### config.mk
export PLATFORM = sky130hd
export DESIGN_NAME = decode_stage
export DESIGN_NICKNAME = d
export VERILOG_FILES = /design/src/rtl/decode_stage.sv
export SDC_FILE = /design/constraint.sdc
export NUM_CORES = 1
export LEC_CHECK = 0
export CAP_MARGIN = 30
export CORE_MARGIN = 5
export CORE_UTILIZATION = 41
export DETAILED_ROUTE_END_ITERATION = 8
export GPL_TIMING_DRIVEN = 0
export PLACE_DENSITY = 0.76
export SYNTH_ARGS = -nofsm -noshare
export SYNTH_HDL_FRONTEND = slang
export SYNTH_SLANG_ARGS = --single-unit
export TNS_END_PERCENT = 1
### constraint.sdc
create_clock -name clk -period 2.24 [get_ports clk]
set_input_delay 0.336 -clock clk [delete_from_list [all_inputs] [get_ports clk]]
set_output_delay 0.336 -clock clk [all_outputs]
set_load 0.01 [all_outputs]
### src/rtl/decode_stage.sv
// decode_stage: registered RV32I decode stage (OP, OP-IMM, LUI) between
// fetch and execute.
//
// Ports:
//   clk, rst            clock (rising edge), async active-high reset
//   in_valid/in_ready   fetch handshake; in_ready = !flush && (!out_valid || out_ready)
//   instr               32-bit instruction word
//   flush               synchronous flush: drops held bundle and presented instr
//   out_valid/out_ready execute handshake
//   alu_op              0 add,1 xor,2 or,3 and,4 sll,5 srl,6 sra,7 slt,8 sltu,9 sub
//   rs1_addr, rs2_addr, rd_addr, imm, use_imm, reg_we, illegal
//   illegal_cnt         saturating count of accepted, unflushed illegal instrs
module decode_stage #(
  parameter int CNT_W = 16
) (
  input  logic             clk,
  input  logic             rst,
  input  logic             in_valid,
  output logic             in_ready,
  input  logic [31:0]      instr,
  input  logic             flush,
  output logic             out_valid,
  input  logic             out_ready,
  output logic [3:0]       alu_op,
  output logic [4:0]       rs1_addr,
  output logic [4:0]       rs2_addr,
  output logic [4:0]       rd_addr,
  output logic [31:0]      imm,
  output logic             use_imm,
  output logic             reg_we,
  output logic             illegal,
  output logic [CNT_W-1:0] illegal_cnt
);

  localparam logic [6:0] OPC_OP     = 7'b0110011;
  localparam logic [6:0] OPC_OP_IMM = 7'b0010011;
  localparam logic [6:0] OPC_LUI    = 7'b0110111;

  localparam logic [3:0] ALU_ADD  = 4'd0;
  localparam logic [3:0] ALU_XOR  = 4'd1;
  localparam logic [3:0] ALU_OR   = 4'd2;
  localparam logic [3:0] ALU_AND  = 4'd3;
  localparam logic [3:0] ALU_SLL  = 4'd4;
  localparam logic [3:0] ALU_SRL  = 4'd5;
  localparam logic [3:0] ALU_SRA  = 4'd6;
  localparam logic [3:0] ALU_SLT  = 4'd7;
  localparam logic [3:0] ALU_SLTU = 4'd8;
  localparam logic [3:0] ALU_SUB  = 4'd9;

  typedef struct packed {
    logic [3:0]  alu_op;
    logic [4:0]  rs1;
    logic [4:0]  rs2;
    logic [4:0]  rd;
    logic [31:0] imm;
    logic        use_imm;
    logic        reg_we;
    logic        illegal;
  } bundle_t;

  bundle_t    dec, q;
  logic [0:0] vld_pipe;
  logic [CNT_W-1:0] cnt;
  logic       accept;

  logic [6:0] opc;
  logic [2:0] f3;
  logic [6:0] f7;
  logic       legal;

  assign opc = instr[6:0];
  assign f3  = instr[14:12];
  assign f7  = instr[31:25];

  // Combinational decode of the presented instruction.
  always_comb begin
    dec   = '0;
    legal = 1'b0;
    unique case (opc)
      OPC_OP: begin
        dec.rs1    = instr[19:15];
        dec.rs2    = instr[24:20];
        dec.rd     = instr[11:7];
        dec.reg_we = 1'b1;
        if (f7 == 7'b0000000) begin
          legal = 1'b1;
          unique case (f3)
            3'b000: dec.alu_op = ALU_ADD;
            3'b001: dec.alu_op = ALU_SLL;
            3'b010: dec.alu_op = ALU_SLT;
            3'b011: dec.alu_op = ALU_SLTU;
            3'b100: dec.alu_op = ALU_XOR;
            3'b101: dec.alu_op = ALU_SRL;
            3'b110: dec.alu_op = ALU_OR;
            default: dec.alu_op = ALU_AND;
          endcase
        end else if (f7 == 7'b0100000) begin
          // Only add/srl have an alternate (sub/sra) encoding.
          if (f3 == 3'b000) begin
            legal      = 1'b1;
            dec.alu_op = ALU_SUB;
          end else if (f3 == 3'b101) begin
            legal      = 1'b1;
            dec.alu_op = ALU_SRA;
          end
        end
      end
      OPC_OP_IMM: begin
        dec.rs1     = instr[19:15];
        dec.rd      = instr[11:7];
        dec.use_imm = 1'b1;
        dec.reg_we  = 1'b1;
        dec.imm     = {{20{instr[31]}}, instr[31:20]};
        unique case (f3)
          3'b000: begin legal = 1'b1; dec.alu_op = ALU_ADD;  end
          3'b010: begin legal = 1'b1; dec.alu_op = ALU_SLT;  end
          3'b011: begin legal = 1'b1; dec.alu_op = ALU_SLTU; end
          3'b100: begin legal = 1'b1; dec.alu_op = ALU_XOR;  end
          3'b110: begin legal = 1'b1; dec.alu_op = ALU_OR;   end
          3'b111: begin legal = 1'b1; dec.alu_op = ALU_AND;  end
          3'b001: begin
            // Shift immediates carry only the 5-bit shamt.
            dec.imm    = {27'b0, instr[24:20]};
            dec.alu_op = ALU_SLL;
            legal      = (f7 == 7'b0000000);
          end
          default: begin // 3'b101
            dec.imm = {27'b0, instr[24:20]};
            if (f7 == 7'b0000000) begin
              legal      = 1'b1;
              dec.alu_op = ALU_SRL;
            end else if (f7 == 7'b0100000) begin
              legal      = 1'b1;
              dec.alu_op = ALU_SRA;
            end
          end
        endcase
      end
      OPC_LUI: begin
        legal       = 1'b1;
        dec.rd      = instr[11:7];
        dec.imm     = {instr[31:12], 12'b0};
        dec.alu_op  = ALU_ADD;
        dec.use_imm = 1'b1;
        dec.reg_we  = 1'b1;
      end
      default: legal = 1'b0;
    endcase
    // Illegal instructions travel as an all-zero bubble with only the flag set.
    if (!legal) begin
      dec         = '0;
      dec.illegal = 1'b1;
    end
  end

  assign in_ready = !flush && (!vld_pipe[0] || out_ready);
  assign accept   = in_valid && in_ready;

  always_ff @(posedge clk or posedge rst) begin
    if (rst) begin
      vld_pipe <= '0;
      q        <= '0;
      cnt      <= '0;
    end else if (flush) begin
      vld_pipe <= '0;
    end else if (accept) begin
      vld_pipe <= 1'b1;
      q        <= dec;
      if (dec.illegal && (cnt != {CNT_W{1'b1}}))
        cnt <= cnt + 1'b1;
    end else if (out_ready) begin
      vld_pipe <= '0;
    end
  end

  assign out_valid   = vld_pipe[0];
  assign alu_op      = q.alu_op;
  assign rs1_addr    = q.rs1;
  assign rs2_addr    = q.rs2;
  assign rd_addr     = q.rd;
  assign imm         = q.imm;
  assign use_imm     = q.use_imm;
  assign reg_we      = q.reg_we;
  assign illegal     = q.illegal;
  assign illegal_cnt = cnt;

endmodule

======== Word level (Yosys, flattened, before mapping) ========
Index checks and enable logic that the tools add are counted.
word-level totals
  flip-flop bits (word level) ............. 71
  bits in latches ......................... 0
  bits in writable memories ............... 0
  bits in read-only memories .............. 0
  output and inout port bits .............. 72
  word-level logic and storage cells ...... 65
  memories ................................ 0
operators by class
  $add $sub $neg .......................... 1
  multipliers ............................. 0
  divide/modulo/power cells ............... 0
  $lt $le $gt $ge ......................... 0
  equality and inequality tests ........... 12
  shift operators ......................... 0
  multiplexer cells ....................... 27
  bitwise gates (word level) .............. 1
  reduce and logical (&&, ||, !) cells .... 14
operator list
  cell                                            count
  case mux 33 bit (2 select lines)                1
  case mux 4 bit (7 select lines)                 2
  two-way mux 54 bit                              1
  two-way mux 32 bit                              1
  == test 7 x 6 -> 1 bit (second input constant)  3
  adder 16 x 1 -> 16 bit (second input constant)  1
  != test 16 bit (second input constant)          1
  two-way mux 5 bit                               3
  == test 3 bit (second input constant)           4
  two-way mux 4 bit                               3
  two-way mux 1 bit                               10
  two-way mux 3 bit                               3
  case mux 4 bit (2 select lines)                 1
  == test 7 x 5 -> 1 bit (second input constant)  1
  zero test 7 bit                                 1
  == test 3 x 2 -> 1 bit (second input constant)  2
  OR reduction 6 bit                              1
  == test 3 x 1 -> 1 bit (second input constant)  1
  logical AND 1 bit                               3
  zero test 3 bit                                 1
  case mux 1 bit (3 select lines)                 1
  AND reduction 3 bit                             1
  nonzero test 3 bit                              1
  OR reduction 3 bit                              1
  6 further kinds                                 7

======== Longest topological paths before layout ========
  depth after elaboration ................. 9
  depth in mapped cells ................... 8
  gate-level depth less buffers ........... 7

======== Worst setup path after synthesis ========
OpenSTA, ideal clock, no wires.
  path type ............................... input -> register
  start ................................... in instr[14]
  end ..................................... reg cnt[1] (netlist: illegal_cnt[1])
  data arrival time ....................... 1.699 ns
  setup slack ............................. 0.416 ns
  cell stages on the path ................. 7
  cells stage by stage .................... buf_2 -> xor2_1 -> o21ai_1 -> o2111ai_4 -> and4_4 -> buf_6 -> mux2_4
on the way
  word-level cells in the longest chain between the ends .. 9
RTL lines
  what                                    line  RTL
  start, declared                         20    input logic [31:0] instr,
  == test 3 bit                           102   end else if (f3 == 3'b101) begin
  two-way mux 1 bit                       102
  two-way mux 1 bit                       99    if (f3 == 3'b000) begin
  two-way mux 1 bit                       97    end else if (f7 == 7'b0100000) begin
  two-way mux 1 bit                       85    if (f7 == 7'b0000000) begin
  case mux 1 bit (3 select lines) *       79    unique case (opc)
  two-way mux 54 bit *                    150   if (!legal) begin
  logical AND 1 bit *                     169   if (dec.illegal && (cnt != {CNT_W{1'b1}}))
  AND reduction 3 bit (no source line) *  --
  end signal, assigned                    170   cnt <= cnt + 1'b1;
  end, declared                           63    logic [CNT_W-1:0] cnt;
Mark *: on every way between the ends. The rest lies on a longest branch, timed or not.
A chain may end at the register's enable or synchronous reset.

======== Worst setup path after layout ========
  start ................................... in instr[2]
  end ..................................... reg cnt[12] (netlist: illegal_cnt[12])
on the way
  word-level cells in the longest chain between the ends .. 5
RTL lines
  what                                                                     line
  == test 7 x 6 -> 1 bit / == test 7 x 5 -> 1 bit (equally long branches)  79
  case mux 1 bit (3 select lines) *                                        79
  two-way mux 54 bit *                                                     150
  logical AND 1 bit *                                                      169
  AND reduction 3 bit (no source line) *                                   --
Marked as above.

==> metrics.yaml <==
timing:
  worstMarginPinSlew_ns: 0.857
  fin_skew_ns: 0.00434
  drv_slew: 0
  max_freq_mhz: 457
  holdWs_ns: 0.378
  rsz0062_at_grt: "no"
  fin_crit_sh_pct: 97.7
  setup_violations: 0
  setup_ws_ns: 0.0517
  period_minus_slack_ns: 2.19
  hold_viol: 0
  slew_headroom_pct: 42.9
logic_synthesis:
  syn_nets: 306
  synth_cell_types: 44
  syn-mean-instance-area_sq_um: 11.8
  ys_seq_area_share_pct: 56.1
  synth_xor_area_share_pct: 4.71
  synth-simple-area-share_pct: 14.9
  yosysWarnings: 0
  synth_area_sq_mm: 0.00316
  synthCells: 268
  ys_ff_latch: 71
  synth_mux_area_share_pct: 1.30
  synth_top_family_by_area: "compound AO/OA/AOI/OAI gates"
  synth_compound_area_share_pct: 18.9
  yosys.area_share.adder_pct: 0.395
grt:
  overflow: 0
  antenna_found_initial: 0
  grt_max_degree: 72
  grt_pass1_vias: 2728
  grt_use_total_pct: 18.5
  grt_pass1_wl_microns: 14200
critical_path:
  cp-start-kind: "input port"
  critPathCaptureType: "flop"
  cp.required_ns: 2.47
  crit_chain: "clkdlybuf4s50_1 > and4bb_2 > nand2_1 > or3_4 > buf_6 > nand3_2 > nor3_1 > mux2_4"
  cp_data_arrival_time_ns: 2.42
  cp.buffers_inverters: 2
  path_delay_family: "simple AND/OR/NAND/NOR gates"
  rr_startpoint: "out_valid"
  r2r_end: "imm[22]"
  critPathKind: "in -> reg"
  crit_fanout: 10
  critPathSlowestCell: "clkdlybuf4s50_1"
  reg2reg_slack_ns: 0.39
  cp_slowest_stage_delay_ns: 0.55
  ff2ff_path_depth: 8
hold_path:
  holdCritStartpoint: "instr[13]"
  hold_class: "in -> reg"
  hold_path_end: "imm[13]"
  holdPathStages: 2
floorplan:
  row_count: 32
  initial_core_util_pct: 41.6
  die_area_sq_mm: 0.00957
  ioPinCount: 109
  core_sq_mm: 0.00761
  die_h_microns: 97.9
  die_w_microns: 97.9
place:
  place_congestion: 0.861
  post-place-cells: 475
  dpl.hpwl_microns: 6230
  portBuffers: 105
  place_ws_ns: -0.352
layout:
  final_cell_mix: "clkdlybuf4s50_1, dfrtp_1, nand2_1"
  area_delta_synth_final_pct: 44.0
  fin_nets: 424
  final_util_pct: 59.9
  fillers: 646
  multi_input_area_sq_mm: 0.00128
  drive_gt1_share_pct: 10.5
  antennaDiodeCount: 0
  layout_commonest_cell: "clkdlybuf4s50_1"
  stdcell_count: 493
  seq_area_sq_mm: 0.00178
cts:
  worstSkewPairLatency_ns: 0.34
  clk_path_buf_depth: 2
  h-tree-depth: 3
  clkTransAtPathRegs_ns: 0.07
  cts_buffers: 9
  clock-root-buffer: "clkbuf_8"
  clock-sinks: 71
  hold_buffers: 0
  tritoncts: "done"
run:
  max_cap_viol_count: 0
run_status:
  outcome: "completed"
routing:
  firstDrtPassIters: 4
  ant_nets: 0
  routed_wirelength_microns: 8640
  drt_iter0_markers: 124
  route.vias.total: 2608
  wl_per_cell_microns: 17.5
  viasPerCell: 5.29
  drc_errors: 0
power_and_ir_drop:
  p_leak_nw: 1.94
  ir_worst_vdd_mv: 0.412
  powerDensity_mw_per_mm2: 626
  p_total_w: 0.00285
[layout make-up]
cell class	count	share of cell area, %
clock inverter	6	1.35
clock buffer	10	2.80
buffer	18	2.14
sequential	71	39.0
tap	102	2.80
timing repair buffer	107	23.4
inverter	5	0.467
multi-input combinational	174	28.0
[flip-flops by register name (all words and copies together) (netlist names)]
signal / count
rd_addr: 5
rs2_addr: 5
rs1_addr: 5
imm: 32
reg_we: 1
illegal_cnt: 16
illegal: 1
out_valid: 1
alu_op: 4
use_imm: 1
[power by group]
group          leakage (nW)  internal [W]  switching, W
combinational         0.870      0.000241      0.000195
clock                0.0960      0.000511      0.000483
sequential            0.971       0.00134     0.0000820
total                  1.94       0.00209      0.000760
[repair_timing]
| action | in CTS | in global routing |
|---|---|---|
| setup endpoints to repair | 7 | 2 |
| pin swaps | 0 | 1 |
| setup buffers | 0 | 2 |
| resized for setup | 1 | 0 |
[per-stage QoR]
stage / area, sq um / TNS (ns)
2_1_floorplan: 3160 / 0
3_3_place_gp: 4340 / -85.87
3_5_place_dp: 4350 / -12.80
4_1_cts: 4540 / 0
5_1_grt: 4560 / 0
6_report: 4560 / 0
[synth_stat cells, drive strengths merged]
library cell	count	area share [%]
nand2b	4	0.79
a221o	19	6.0
a22o	22	6.1
clkbuf	10	1.2
ha	1	0.40
nor3	8	1.4
nand2	30	3.6
a32o	3	0.95
a31oi	2	0.40
a21oi	3	1.2
xnor2	12	3.3
nand3b	1	0.24
o221a	1	0.36
mux2	3	1.3
nor2	12	1.4
buf	8	1.9
dfrtp	71	56
nand3	9	1.7
and4bb	1	0.40
nor4	1	0.67
a21o	1	0.24
nor3b	1	0.40
and4	3	0.91
a311o	1	0.32
a22oi	1	0.24
xor2	5	1.4
nor2b	4	0.79
nand4	7	1.4
and2	2	0.40
o21a	1	0.24
o31ai	2	0.47
inv	5	0.59
and3	2	0.40
o2111ai	1	0.83
o21ai	10	1.6
or3	1	0.36
[metal layers]
| metal | vias up | wire (microns) | global-route usage, % |
|---|---|---|---|
| li1 | 1225 | - | - |
| met1 | 1281 | 3750 | 24.2 |
| met2 | 95 | 4180 | 29.8 |
| met3 | 7 | 662 | 7.00 |
| met4 | 0 | 55 | 3.19 |
| met5 | - | 0 | 0 |
[cell families (layout without fill, tap and decap cells)]
family,after synthesis,count (layout)
muxes,3,3
AOI/OAI and AO/OA,67,67
buffers and inverters,23,146
and+or+nand+nor,86,86
xor gates and xnor gates,17,17
DFF,71,71
adders and majority gates,1,1
[how the worst max path moves through the flow]
stage          depth (start not counted)       from         endpoint
2_1_floorplan                          1        rst        alu_op[0]
4_1_cts                                8   instr[2]  illegal_cnt[12]
5_1_grt                                7   instr[6]   illegal_cnt[1]
3_3_place_gp                           2        rst        alu_op[2]
6_report                               8   instr[2]  illegal_cnt[12]
3_5_place_dp                           9  out_ready          imm[13]
(Power assumes the default switching activity.)
